File: config.mk
export PLATFORM = sky130hd
export DESIGN_NAME = logic_exec_stage
export DESIGN_NICKNAME = d
export VERILOG_FILES = /design/src/rtl/logic_exec_stage.sv
export SDC_FILE = /design/constraint.sdc
export NUM_CORES = 1
export LEC_CHECK = 0
export ABC_AREA = 1
export CAP_MARGIN = 20
export CORE_MARGIN = 2
export CORE_UTILIZATION = 54
export CTS_BUF_LIST = sky130_fd_sc_hd__clkbuf_2 sky130_fd_sc_hd__clkbuf_4 sky130_fd_sc_hd__clkbuf_8
export DETAILED_ROUTE_END_ITERATION = 6
export PLACE_DENSITY = 0.74
export SETUP_SLACK_MARGIN = 0.1
export SYNTH_ARGS = -nofsm -noshare
export SYNTH_HDL_FRONTEND = slang
export SYNTH_SLANG_ARGS = --single-unit
File: constraint.sdc
create_clock -name clk -period 2.62 [get_ports clk]
set_input_delay 0.786 -clock clk [delete_from_list [all_inputs] [get_ports clk]]
set_output_delay 0.786 -clock clk [all_outputs]
set_load 0.01 [all_outputs]
File: src/rtl/logic_exec_stage.sv
// Buffered valid/ready execution stage for the bitwise logic unit: FIFO plus output register.
// Optional LOGIC_EXEC_BYPASS_EN lets an op skip the empty FIFO straight into the output register.
module logic_exec_stage #(
  parameter int unsigned WIDTH = 4,
  parameter int unsigned DEPTH = 4
) (
  input  logic                     clk,
  input  logic                     rst_n,
  input  logic                     in_valid,
  output logic                     in_ready,
  input  logic [2:0]               in_op,
  input  logic [WIDTH-1:0]         in_a,
  input  logic [WIDTH-1:0]         in_b,
  output logic                     out_valid,
  input  logic                     out_ready,
  output logic [WIDTH-1:0]         out_result,
  output logic [2:0]               out_op,
  output logic                     out_zero,
  output logic [$clog2(DEPTH):0]   count
);

  localparam int unsigned PtrW = $clog2(DEPTH);
  localparam int unsigned CntW = PtrW + 1;

  logic [2:0]       op_mem [DEPTH];
  logic [WIDTH-1:0] a_mem  [DEPTH];
  logic [WIDTH-1:0] b_mem  [DEPTH];

  logic [PtrW-1:0]  wr_ptr_q, rd_ptr_q;
  logic [CntW-1:0]  count_q;
  logic             out_valid_q;
  logic [WIDTH-1:0] result_q;
  logic [2:0]       op_q;
  logic             zero_q;

  logic             out_free, push, pop, bypass, wr_en, load;
  logic [2:0]       src_op;
  logic [WIDTH-1:0] src_a, src_b, res;

  function automatic logic [WIDTH-1:0] logic_fn(input logic [2:0] op,
                                                input logic [WIDTH-1:0] a,
                                                input logic [WIDTH-1:0] b);
    case (op)
      3'b000:  return a & b;
      3'b001:  return a | b;
      3'b010:  return a ^ b;
      3'b011:  return ~(a | b);
      3'b100:  return ~(a & b);
      3'b101:  return ~(a ^ b);
      3'b110:  return ~a;
      default: return a;
    endcase
  endfunction

  always_comb begin
    out_free = !out_valid_q || out_ready;
    push     = in_valid && in_ready;
    pop      = (count_q != '0) && out_free;
`ifdef LOGIC_EXEC_BYPASS_EN
    bypass   = push && (count_q == '0) && out_free;
`else
    bypass   = 1'b0;
`endif
    wr_en    = push && !bypass;
    load     = pop || bypass;
    // Queue head has priority; the input only feeds the result when bypassing.
    src_op   = pop ? op_mem[rd_ptr_q] : in_op;
    src_a    = pop ? a_mem[rd_ptr_q]  : in_a;
    src_b    = pop ? b_mem[rd_ptr_q]  : in_b;
    res      = logic_fn(src_op, src_a, src_b);
  end

  always_ff @(posedge clk) begin
    if (wr_en) begin
      op_mem[wr_ptr_q] <= in_op;
      a_mem[wr_ptr_q]  <= in_a;
      b_mem[wr_ptr_q]  <= in_b;
    end
  end

  always_ff @(posedge clk) begin
    if (!rst_n) begin
      wr_ptr_q    <= '0;
      rd_ptr_q    <= '0;
      count_q     <= '0;
      out_valid_q <= 1'b0;
      result_q    <= '0;
      op_q        <= 3'b000;
      zero_q      <= 1'b0;
    end else begin
      if (wr_en) wr_ptr_q <= wr_ptr_q + 1'b1;
      if (pop)   rd_ptr_q <= rd_ptr_q + 1'b1;
      count_q <= count_q + CntW'(wr_en) - CntW'(pop);
      if (load) begin
        out_valid_q <= 1'b1;
        result_q    <= res;
        op_q        <= src_op;
        zero_q      <= (res == '0);
      end else if (out_valid_q && out_ready) begin
        out_valid_q <= 1'b0;
      end
    end
  end

  assign in_ready   = rst_n && (count_q != CntW'(DEPTH));
  assign out_valid  = out_valid_q;
  assign out_result = result_q;
  assign out_op     = op_q;
  assign out_zero   = zero_q;
  assign count      = count_q;

endmodule
==> impl_metrics.env <==
export IMPL_run_status="completed"
export IMPL_worst_skew_pair_late_latency_ns=0.32
export IMPL_grt_antenna_before_repair=0
export IMPL_cp_data_arrival_time_ns=2.63
export IMPL_critical_path_required_ns=2.88
export IMPL_post_synth_mux_area_share_pct=0
export IMPL_final_setup_skew_ns=0.006157
export IMPL_synth_top_family_by_area="simple AND/OR/NAND/NOR gates"
export IMPL_setup_worst_path_start_class="primary input"
export IMPL_power_density_nw_per_um2=1235
export IMPL_final_cell_area_um2=4144
export IMPL_min_period_over_period_pct=90.29
export IMPL_first_global_vias=2663
export IMPL_layout_drive_gt1_share_pct=23.84
export IMPL_ys_dominant_reg_cell="edfxtp_1"
export IMPL_worstSetupEndpointType="flop"
export IMPL_synth_seq_area_share_pct=52.77
export IMPL_post_dr_vias_cell=5.365
export IMPL_row_count=27
export IMPL_area_of_combinational_cells_with_multiple_inputs_um2=1303
export IMPL_whs_path_depth=2
export IMPL_nFillCells=413
export IMPL_synthesis_yosys_warnings=0
export IMPL_timing_max_transition_violations_final=0
export IMPL_cts_tree="built"
export IMPL_worst_supply_voltage_drop_on_vdd_uv=811.1
export IMPL_power_leakage_nw=1.824
export IMPL_async_reset_ff_share_pct=0
export IMPL_port_buffer_count=27
export IMPL_detailedPlacementHpwl_mm=5.137
export IMPL_most_common_layout_cells="nand2_1, inv_1, edfxtp_1"
export IMPL_worst_pin_slew_ns=0.4294
export IMPL_drt_pass1_iterations=5
export IMPL_critPathMaxFanout=5
export IMPL_detailedRoute_firstIterationViolations=188
export IMPL_peak_freq_mhz=422.7
export IMPL_min_path_type="flop to flop"
export IMPL_route_detailed_drc=0
export IMPL_synth_simple_area_share_pct=22.54
export IMPL_synthesis_area_um2=3187
export IMPL_yosys_area_share_xor_xnor_pct=0.2748
export IMPL_cts_buf_count=9
export IMPL_period_minus_slack_ns=2.366
export IMPL_antenna_violating_nets_post_route=0
export IMPL_antenna_diode_count=0
export IMPL_yosys_area_top_type="edfxtp_1"
export IMPL_clock_tree_root="clkbuf_8"
export IMPL_global_route_wire_length_before_repair_mm=12.25
export IMPL_critical_path_cell_chain="clkdlybuf4s50_1, or2_2, o21ai_2, inv_1, ha_1, inv_1, nor3_1, nor2_1, nand3_1, nor2_1, nand2_1, a21oi_2"
export IMPL_report_power_total_mw=5.119
export IMPL_ys_ff_latch=62
export IMPL_cts_sinks=62
export IMPL_maxCapViolations=0
export IMPL_route_vias_total=2704
export IMPL_synth_top_area_share_pct=41.46
export IMPL_syn_mean_instance_area_um2=8.977
export IMPL_synth_edff_count=44
export IMPL_final_setup_viol_count=0
export IMPL_area_of_the_die_um2=6532
export IMPL_ys_types=31
export IMPL_ios=28
export IMPL_grt_max_degree=23
export IMPL_dp_worst_setup_slack_ns=-0.3862
export IMPL_ff_latch_area_um2=1683
export IMPL_die_width_um=80.82
export IMPL_synth_top_cells_by_area="edfxtp_1, dfxtp_1, nand2_1"
export IMPL_ff_to_ff_path_depth=16
export IMPL_report_final_hold_viol_count=0
export IMPL_slew_headroom_pct=71.16
export IMPL_placed_area_um2=3789
export IMPL_clockBufferDepth=2
export IMPL_area_delta_synth_final_pct=30.04
export IMPL_most_frequent_standard_cell_in_the_layout_excluding_fill_and_tap_cells="nand2_1"
export IMPL_wl_per_cell_um=15.31
export IMPL_design_final_nets=457
export IMPL_htree_levels=3
export IMPL_grt_util_all_layers_pct=25.41
export IMPL_cpPeakStageDelay_ns=0.49
export IMPL_cts_hold_repair_buffers=0
export IMPL_die_height_um=80.82
export IMPL_cpMaxStageDelayCell="clkdlybuf4s50_1"
export IMPL_clkSlewWorstSetupHoldPaths_ns=0.07
export IMPL_aggregate_routed_wire_length_mm=7.716
export IMPL_totalNegativeSetupSlack_ns=0
export IMPL_floorplan_initialDensity_pct=56.83
export IMPL_postSynthCellCount=355
export IMPL_globalRouteOverflowTotal=0
export IMPL_synth_compound_area_share_pct=9.501
export IMPL_worst_slack_ns=0.2544
export IMPL_gp_routability_congestion=0.9188
export IMPL_post_synth_fa_ha_maj_area_fraction_pct=6.125
export IMPL_floorplan_core_area_um2=5608
export IMPL_synth_net_count=385
export IMPL_timing_setup_critical_path_class="primary input to flop"
export IMPL_unrepaired_setup_endpoints_after_global_routing="true"
==> routing by layer <==
layer  wire length, um  share of wire [%]  vias to the layer above  GRT usage (%)
li1                  -                  -                     1312              -
met1              3214                 42                     1281          31.20
met2              3936                 51                       99          43.39
met3               423                5.5                       12          5.889
met4               142                1.8                        0          10.00
met5                 0                  0                        -              0
==> where the power goes <==
part | switching (mW) | internal [mW]
logic | 1.71 | 1.31
registers | 0.0957 | 1.18
clock network | 0.365 | 0.448
==> state kept, by name, summed over array words and instances (netlist names), 2 cells and up, named ones only <==
register and cells:
a_mem 16, b_mem 16, out_result 4, wr_ptr_q 2, out_op 3, rd_ptr_q 2, count 3, op_mem 12
==> path summary, 6_finish.rpt <==
path	start	slack [ns]	to
max	in_a[3]	0.25	out_zero
min	out_op[0]	0.47	out_op[0]
max reg2reg	count[2]	0.31	out_zero
min reg2reg	out_op[0]	0.47	out_op[0]
==> metrics by stage <==
step / util [%] / instances / hold WS [ns]
floorplan: - / 355 / 0.4817
detailed placement: 67.56 / 482 / 0.4585
global placement: 67.56 / 482 / 0.4553
global route: 73.90 / 504 / 0.4951
finish: 73.90 / 504 / 0.4675
CTS: 71.89 / 500 / 0.4687
==> critical path, delay by kind of cell <==
kind / cells / cell delay (ns)
simple gates: 6 / 0.80
buf+inv: 3 / 0.66
compound gates: 2 / 0.20
fa+ha+maj: 1 / 0.19
==> cell type report <==
class | count | share of cell area (%)
clock buffers | 10 | 3.170
clock inverters | 6 | 1.479
inverters | 52 | 4.771
multi-input cells | 229 | 31.43
flip-flops and latches | 62 | 40.61
well taps | 72 | 2.174
repair buffers | 73 | 16.36
==> cells in the mapped netlist, drive strengths merged (2+ instances only) <==
cell type,instances
dfxtp,18
nor2,49
or2,4
a21oi,12
ha,14
edfxtp,44
inv,52
nand3,24
o21ai,30
nand2,75
o22ai,4
buf,8
clkbuf,4
nor3,2
nand4,9
==> cells by family (layout without fill, tap and decap cells) <==
logic type	count (synthesis)	after routing
and+or+nand+nor	164	164
DFF	62	62
adders and majority gates	15	15
buffers and inverters	64	141
xor gates and xnor gates	1	1
AOI/OAI and AO/OA	49	49
==> repair_timing <==
| item | CTS | global route |
|---|---|---|
| resized for setup | 6 | 24 |
| endpoints found under the setup margin | 7 | 7 |
| gates cloned | 1 | 1 |
| pin swaps | 4 | 7 |
| setup buffers | 1 | 3 |
(Power assumes the default switching activity.)
